===== src/rtl/key_event_decoder.sv =====
// PS/2 scan-code event decoder: per-channel level / pulse / toggle-on-release / auto-repeat
// events from the currently held scan code, gated by per-channel enables.
module key_event_decoder #(
  parameter int                     NUM_KEYS        = 8,
  parameter int                     CLOCK_FREQUENCY = 25000000,
  parameter logic [8*NUM_KEYS-1:0]  KEY_CODES       = 64'h25261E16595A7629,
  parameter logic [2*NUM_KEYS-1:0]  KEY_MODES       = '0,
  parameter int                     REPEAT_DELAY_MS = 400,
  parameter int                     REPEAT_RATE_MS  = 100
) (
  input  logic                Clock,
  input  logic                reset,
  input  logic [7:0]          kbData,
  input  logic [NUM_KEYS-1:0] enable,
  input  logic [NUM_KEYS-1:0] clear_toggle,
  output logic [NUM_KEYS-1:0] event_out,
  output logic [NUM_KEYS-1:0] held,
  output logic [NUM_KEYS-1:0] toggle_state,
  output logic                any_key
);

  // state     | meaning
  // RPT_IDLE  | repeat channel waiting for a press
  // RPT_DELAY | pressed, waiting out the initial repeat delay
  // RPT_RATE  | auto-repeating at the repeat rate

  localparam longint DELAY_TICKS = longint'(REPEAT_DELAY_MS) * longint'(CLOCK_FREQUENCY) / longint'(1000);
  localparam longint RATE_TICKS  = longint'(REPEAT_RATE_MS)  * longint'(CLOCK_FREQUENCY) / longint'(1000);
  localparam longint DELAY_CNT   = (DELAY_TICKS > 0) ? DELAY_TICKS - 1 : 0;
  localparam longint RATE_CNT    = (RATE_TICKS  > 0) ? RATE_TICKS  - 1 : 0;
  localparam longint MAX_CNT     = (DELAY_CNT > RATE_CNT) ? DELAY_CNT : RATE_CNT;
  localparam int     TIMER_W     = (MAX_CNT > 0) ? $clog2(MAX_CNT + 1) : 1;

  localparam logic [TIMER_W-1:0] DELAY_LOAD = DELAY_CNT[TIMER_W-1:0];
  localparam logic [TIMER_W-1:0] RATE_LOAD  = RATE_CNT[TIMER_W-1:0];

  localparam logic [1:0] MODE_LEVEL  = 2'd0;
  localparam logic [1:0] MODE_PULSE  = 2'd1;
  localparam logic [1:0] MODE_TOGGLE = 2'd2;

  typedef enum logic [1:0] {RPT_IDLE, RPT_DELAY, RPT_RATE} rpt_state_t;

  rpt_state_t          rpt_state [NUM_KEYS];
  rpt_state_t          rpt_next  [NUM_KEYS];
  logic [TIMER_W-1:0]  timer, timer_next;
  logic [NUM_KEYS-1:0] match, press, rel;
  logic [NUM_KEYS-1:0] arm, arm_next, toggle_next, event_next;
  logic                load_delay, load_rate, clear_timer;

  always_comb begin
    for (int i = 0; i < NUM_KEYS; i++)
      match[i] = (kbData == KEY_CODES[8*i +: 8]) && (kbData != 8'h00);
  end

  assign press = match & ~held;
  assign rel   = ~match & held;

  always_comb begin
    event_next  = '0;
    arm_next    = arm;
    toggle_next = toggle_state;
    load_delay  = 1'b0;
    load_rate   = 1'b0;
    clear_timer = 1'b0;
    for (int i = 0; i < NUM_KEYS; i++) begin
      rpt_next[i] = rpt_state[i];
      case (KEY_MODES[2*i +: 2])
        MODE_LEVEL: event_next[i] = match[i] & enable[i];
        MODE_PULSE: event_next[i] = press[i] & enable[i];
        MODE_TOGGLE: begin
          // release is honoured without enable so a key armed in one control state
          // still takes effect when released after the enables have changed
          if (clear_toggle[i]) begin
            arm_next[i]    = 1'b0;
            toggle_next[i] = 1'b0;
          end else if (rel[i] && arm[i]) begin
            arm_next[i]    = 1'b0;
            toggle_next[i] = ~toggle_state[i];
            event_next[i]  = 1'b1;
          end else if (press[i] && enable[i]) begin
            arm_next[i] = 1'b1;
          end
        end
        default: begin
          case (rpt_state[i])
            RPT_IDLE: begin
              if (press[i] && enable[i]) begin
                event_next[i] = 1'b1;
                rpt_next[i]   = RPT_DELAY;
                load_delay    = 1'b1;
              end
            end
            default: begin
              if (!match[i] || !enable[i]) begin
                rpt_next[i] = RPT_IDLE;
                clear_timer = 1'b1;
              end else if (timer == '0) begin
                event_next[i] = 1'b1;
                rpt_next[i]   = RPT_RATE;
                load_rate     = 1'b1;
              end
            end
          endcase
        end
      endcase
    end
    // loads win over a clear so a direct A->B change between repeat keys restarts cleanly
    if (load_delay)
      timer_next = DELAY_LOAD;
    else if (load_rate)
      timer_next = RATE_LOAD;
    else if (clear_timer)
      timer_next = '0;
    else if (timer != '0)
      timer_next = timer - 1'b1;
    else
      timer_next = timer;
  end

  always_ff @(posedge Clock) begin
    if (!reset) begin
      event_out    <= '0;
      held         <= '0;
      toggle_state <= '0;
      arm          <= '0;
      any_key      <= 1'b0;
      timer        <= '0;
      for (int i = 0; i < NUM_KEYS; i++)
        rpt_state[i] <= RPT_IDLE;
    end else begin
      event_out    <= event_next;
      held         <= match;
      toggle_state <= toggle_next;
      arm          <= arm_next;
      any_key      <= (kbData != 8'h00);
      timer        <= timer_next;
      for (int i = 0; i < NUM_KEYS; i++)
        rpt_state[i] <= rpt_next[i];
    end
  end

endmodule


===== config.mk =====
export PLATFORM = sky130hd
export DESIGN_NAME = key_event_decoder
export DESIGN_NICKNAME = d
export VERILOG_FILES = /design/src/rtl/key_event_decoder.sv
export SDC_FILE = /design/constraint.sdc
export NUM_CORES = 1
export LEC_CHECK = 0
export ABC_CLOCK_PERIOD_IN_PS = 1250
export BUFFER_PORTS_ARGS = -buffer_cell sky130_fd_sc_hd__buf_2
export CORE_MARGIN = 5
export CORE_UTILIZATION = 38
export CTS_CLUSTER_DIAMETER = 150
export DETAILED_ROUTE_END_ITERATION = 8
export GPL_TIMING_DRIVEN = 0
export PLACE_DENSITY = 0.77
export SLEW_MARGIN = 30
export SYNTH_ARGS = -nofsm -noshare
export SYNTH_HDL_FRONTEND = slang
export SYNTH_SLANG_ARGS = --single-unit

===== constraint.sdc =====
create_clock -name Clock -period 1.25 [get_ports Clock]
set_input_delay 0.125 -clock Clock [delete_from_list [all_inputs] [get_ports Clock]]
set_output_delay 0.125 -clock Clock [all_outputs]
set_load 0.1 [all_outputs]

; After elaboration in Yosys (flattened, before gate mapping)
; Cells that the tools add are included.
[totals]
register_bits = 17
elab_cells = 28
[classes]
n_eq_ne = 8
bitwise_logic = 8
reduce_logical = 9
[ops]
columns = cell, n
row1 = $eq A8 B6 Y1 const B, 3
row2 = $eq A8 B7 Y1 const B, 3
row3 = $eq A8 B5 Y1 const B, 2
row4 = $and A1 B1 Y1, 8
row5 = $logic_and A1 B1 Y1, 8
row6 = $reduce_bool A8 Y1, 1

; Depth between registers and ports, before layout
; Gate-level depths: netlist of the first run.
[logic_depth]
ltp_word = 3
mapped_depth = 3
ltp_nobuf = 2

; Worst setup path after synthesis of the first run
; Ideal clock, no wire load.
[synth_path]
path_kind = input port to flip-flop
from = in kbData[4]
to = reg event_out[7]
setup_ps = 88
t_arrival_ps = 979
t_required_ps = 1162
path_slack_ps = 184
path_stages = 3
path_buffers = 1
cell_sequence = or4b_1 > buf_6 > nor4_4
[synth_via]
elab_chain_len = 3
elab_cells_between_ends = 4
cone_classes = 1 x eq/ne / 1 x bitwise / 2 x reduce/logical
[synth_rtl]
columns = item, line
row1 = from (decl), 13  ; input logic [7:0] kbData,
row2 = $eq A8 B6 Y1 or $reduce_bool A8 Y1 (tied branches), 52  ; match[i] = (kbData == KEY_CODES[8*i +: 8]) && (kbData != 8'h00);
row3 = $logic_and A1 B1 Y1 *, 52
row4 = $and A1 B1 Y1 *, 68  ; MODE_LEVEL: event_next[i] = match[i] & enable[i];
row5 = to (signal assigned), 131  ; event_out <= event_next;
row6 = to (decl), 16  ; output logic [NUM_KEYS-1:0] event_out,
; Mark *: on every way between the ends. The rest lies on a longest branch, timed or not.
; A chain may end at the register's enable or synchronous reset.

; Worst setup path in the final report of the first run
[layout_path]
from = reg held[2]
to = out held[2]
[layout_lines]
columns = item, line
row1 = from (decl), 17  ; output logic [NUM_KEYS-1:0] held,
row2 = from (signal assigned), 132  ; held <= match;
; No word-level cell between the ends.

==> results of run 1 <==
## kinds of logic (layout without fill, tap and decap cells)
logic type	Yosys count	after routing	share of synthesized area
buffers and inverters	17	54	0.151
other	1	8	0.00551
flip-flops	17	17	0.500
AND/OR/NAND/NOR	29	29	0.333
AO/OA/AOI/OAI	1	1	0.0110
## worst paths after layout
check,startpoint,end,cells after the start
max,held[2]$_SDFF_PN0_,held[2],1
min,enable[4],event_out[4]$_SDFF_PN0_,3
## final cells by class
| cell class | count | area (um^2) |
|---|---|---|
| multi-input combinational | 38 | 264 |
| clock buffer | 4 | 26.3 |
| timing repair buffer | 33 | 165 |
| fill | 163 | 778 |
| inverter | 7 | 26.3 |
| sequential | 17 | 340 |
| buffer | 10 | 76.3 |
| tap | 25 | 31.3 |
## sequential cells by signal (all words and copies together) (netlist names)
register,count
held,8
any_key,1
event_out,8
## through the flow
stage	cell area, um^2	worst slack [ps]	instances
2_1_floorplan	707	184	72
3_3_place_gp	903	48.6	130
3_5_place_dp	903	40.1	130
4_1_cts	930	76.5	134
5_1_grt	930	53.4	134
6_report	930	81.1	134
## metal layers
| layer | routed length, um | GRT usage | vias up |
|---|---|---|---|
| met5 | 0 | 0 | - |
| met3 | 143 | 0.0399 | 2 |
| met4 | 23 | 0.0638 | 0 |
| li1 | - | - | 297 |
| met2 | 701 | 0.180 | 24 |
| met1 | 605 | 0.125 | 236 |
## placed cells by master (no fill, tap or decap), drive strengths merged
cell type and count:
nand2 2, buf 43, conb 8, or4b 2
nand4b 1, nor4b 1, nor4 9, nand2b 2
or3b 1, inv 7, a21boi 1, dfxtp 17
nor3 8, clkbuf 4, nand3b 3
## power by group
group | switching [W] | internal, W | total (W)
Sequential | 0.000000671 | 0.000544 | 0.000544
Clock | 0.000150 | 0.000124 | 0.000274
Combinational | 0.000173 | 0.0000523 | 0.000226
Total | 0.000324 | 0.000719 | 0.00104
==> reports/qor.yml, run 1 <==
ys.flop_type: "dfxtp_1"
synth_top_cell_by_area: "dfxtp_1"
max_clock_freq_mhz: 856
port_buffers: 33
hold_viol: 0
core_area_um2: 1710
routedWlPerCell_um: 11.0
rsz0062_at_grt: "false"
ys_types: 19
synthesis.area_um2: 681
cp_max_fo: 1
critPathTopFamily: "buffers and inverters"
ys_warn_count: 0
cts-resized-gates: 0
synth.most_common_cell: "dfxtp_1"
cts_tree: "yes"
cp_slowest_cell: "buf_2"
grt_overflow_total: 0
clk_pin_slew_ps: 90
antenna_found_initial: 0
power_per_cell_area_nw_per_um2: 1120
synth.yosys.seq_area_share: 0.500
io_pins: 51
grt_usage: 0.111
rows: 15
grt_max_degree: 11
drc_errors: 0
areaGrowthSynthToFinish_pct: 36.6
ys_top_cells_by_count: "dfxtp_1 (17), buf_4 (8), inv_1 (7), nor3_1 (7), nor4_1 (6)"
endpoint_kind: "output pin"
cts_root_buffer: "clkbuf_4"
cp-start-kind: "register"
nets: 136
setup_viol: 0
drive_above_1_share: 0.459
period_needed_ps: 1170
place.detailed.hpwl_um: 1220
wirelength_um: 1470
synth_top_area_frac: 0.500
max_cap_violations: 0
async_reset_ff_frac: 0
syn_inst: 65
whs_ps: 63.0
p_leak_nw: 0.464
diodes: 0
ys_top_cells_by_area: "dfxtp_1 (50%), buf_4 (8.8%), nor4_4 (6.3%)"
antenna_left: 0
final.period_utilization: 0.935
grt_pass1_vias: 553
syn_area_per_cell_um2: 10.5
outcome: "complete, no violations"
power_w: 0.00104
grt_pass1_wl_um: 2250
die-area_um2: 2740
holdBufCountCts: 0
detailedRoute.firstPassIterationCount: 4
num_vias: 559
crit_required_ps: 1120
slew_violations: 0
cp.arrival_ps: 1040
slowest_delay_ps: 430
synth_edf_count: 0
path_buf_inv: 1
cts_buffer_depth: 2
htree_levels: 1
crit_path_cell_trace: "buf_2"
path_class: "reg2out"
die_w_um: 52.3
via_per_inst: 4.17
numCtsBuffers: 3
ir_worst_vdd_mv: 0.509
initial_core_util: 0.399
hold_path.class: "in2reg"
synth-seq-cells: 17
setup_tns_ps: 0
gp_congestion: 0.698
die_h_um: 52.3
drt_iter0_drc: 7
post-route-util: 0.544
numClockSinks: 17
cts_setup_buffers: 0
(Power assumes the default switching activity.)
==> run 2, diff against run 1 <==
SETUP_SLACK_MARGIN = 0.2   (was default)
==> reports/qor.yml, run 2 (same netlist as run 1, synthesis figures left out) <==
outcome: "complete, no violations"  # unchanged
ir_worst_vdd_mv: 0.548  # was 0.509 mV
post-route-util: 0.593  # was 0.544
power_per_cell_area_nw_per_um2: 1040  # was 1120 nW/um^2
path_class: "reg2out"  # unchanged
drive_above_1_share: 0.468  # was 0.459
drt_iter0_drc: 10  # was 7
whs_ps: 50.6  # was 63.0 ps
rows: 15  # unchanged
grt_overflow_total: 0  # unchanged
antenna_found_initial: 0  # unchanged
die_w_um: 52.3  # unchanged
fillers: 146  # was 163
post-place-cells: 130  # unchanged
port_buffers: 33  # unchanged
rsz0062_at_grt: "false"  # unchanged
wirelength_um: 1460  # was 1470 um
clk_pin_slew_ps: 90  # about the same
place.detailed.hpwl_um: 1170  # was 1220 um
crit_required_ps: 1120  # about the same
setup_viol: 0  # unchanged
cp.arrival_ps: 890  # was 1040 ps
stdcell_area_um2: 1010  # was 930 um^2
cts_setup_buffers: 0  # unchanged
gp_congestion: 0.756  # was 0.698
cp-start-kind: "register"  # unchanged
via_per_inst: 4.21  # was 4.17
dpl_cell_area_um2: 907  # was 903 um^2
layout_common_cells: "buf_2 (17), dfxtp_1 (17), buf_4 (15), buf_6 (11), conb_1 (8)"  # was buf_2 (34), dfxtp_1 (17), buf_4 (8), conb_1 (8)
initial_core_util: 0.399  # unchanged
die-area_um2: 2740  # unchanged
numClockSinks: 17  # unchanged
cts_tree: "yes"  # unchanged
num_vias: 564  # was 559
htree_levels: 1  # unchanged
cp_max_fo: 1  # unchanged
hold_path.class: "in2reg"  # unchanged
slowest_delay_ps: 330  # was 430 ps
drc_errors: 0  # unchanged
areaGrowthSynthToFinish_pct: 48.9  # was 36.6%
reg.largest.list: "event_out x8, held x8, any_key x1"  # unchanged
detailedRoute.firstPassIterationCount: 4  # unchanged
holdBufCountCts: 0  # unchanged
critPathTopFamily: "flip-flops"  # was buffers and inverters
nets: 136  # unchanged
grt_pass1_vias: 491  # was 553
period_needed_ps: 1020  # was 1170 ps
grt_usage: 0.106  # was 0.111
cts_root_buffer: "clkbuf_4"  # unchanged
setup_tns_ps: 0  # unchanged
io_pins: 51  # unchanged
slew_violations: 0  # unchanged
stdcell_count: 134  # unchanged
antenna_left: 0  # unchanged
p_leak_nw: 0.471  # was 0.464 nW
crit_path_cell_trace: "buf_4"  # was buf_2
diodes: 0  # unchanged
core_area_um2: 1710  # unchanged
max_cap_violations: 0  # unchanged
die_h_um: 52.3  # unchanged
max_clock_freq_mhz: 982  # was 856 MHz
numCtsBuffers: 3  # unchanged
routedWlPerCell_um: 10.9  # was 11.0 um
grt_max_degree: 11  # unchanged
path_buf_inv: 1  # unchanged
hold_viol: 0  # unchanged
grt_pass1_wl_um: 2080  # was 2250 um
cts_buffer_depth: 2  # unchanged
cp_slowest_cell: "dfxtp_1"  # was buf_2
final.period_utilization: 0.815  # was 0.935
endpoint_kind: "output pin"  # unchanged
[run 2: cell count changes in the layout (fill, tap and decap cells not counted)]
cell    change
buf_2      -17
buf_4       +7
buf_6      +10
or4b_1      -1
or4b_4      +1
[run 2: stage by stage]
stage / setup WS, ps / total power (W)
finish: 232 / 0.00105
global route: 191 / 0.00111
floorplan: 200 / 0.000739
CTS: 204 / 0.00106
global placement: 52.4 / 0.000780
detailed placement: 40.9 / 0.000781
[run 2: power breakdown]
| part | internal (W) | switching, W |
|---|---|---|
| Sequential | 0.000544 | 0.00000120 |
| Clock | 0.000124 | 0.000156 |
| Combinational | 0.0000560 | 0.000173 |
[run 2: path summary, 6_finish.rpt]
kind | startpoint | end | slack, ps | cells after the start
worst max-delay path | event_out[4]$_SDFF_PN0_ | event_out[4] | 230 | 1
worst min-delay path | enable[4] | event_out[4]$_SDFF_PN0_ | 50 | 3
[run 2: routing by layer]
metal / GRT usage / part of all wire / vias to the layer above
li1: - / - / 300
met1: 0.135 / 0.40 / 231
met5: 0 / 0 / -
met2: 0.155 / 0.49 / 29
met4: 0.0638 / 0.022 / 0
met3: 0.0313 / 0.089 / 4
[run 2: area by class of cell]
| type | instances | area, um^2 | share of cell area |
|---|---|---|---|
| plain buffers | 10 | 76.3 | 0.0753 |
| multi-input cells | 38 | 268 | 0.264 |
| well taps | 25 | 31.3 | 0.0309 |
| clock buffers | 4 | 26.3 | 0.0259 |
| flip-flops and latches | 17 | 340 | 0.336 |
| repair buffers | 33 | 245 | 0.242 |
| inverters | 7 | 26.3 | 0.0259 |
[run 2: what timing repair did]
item / 4_1_cts / 5_1_grt
resized for setup: 17 / 10
setup endpoints to repair: 17 / 10
endpoints found under the hold margin: 0 / 0
pin swaps: 0 / 0
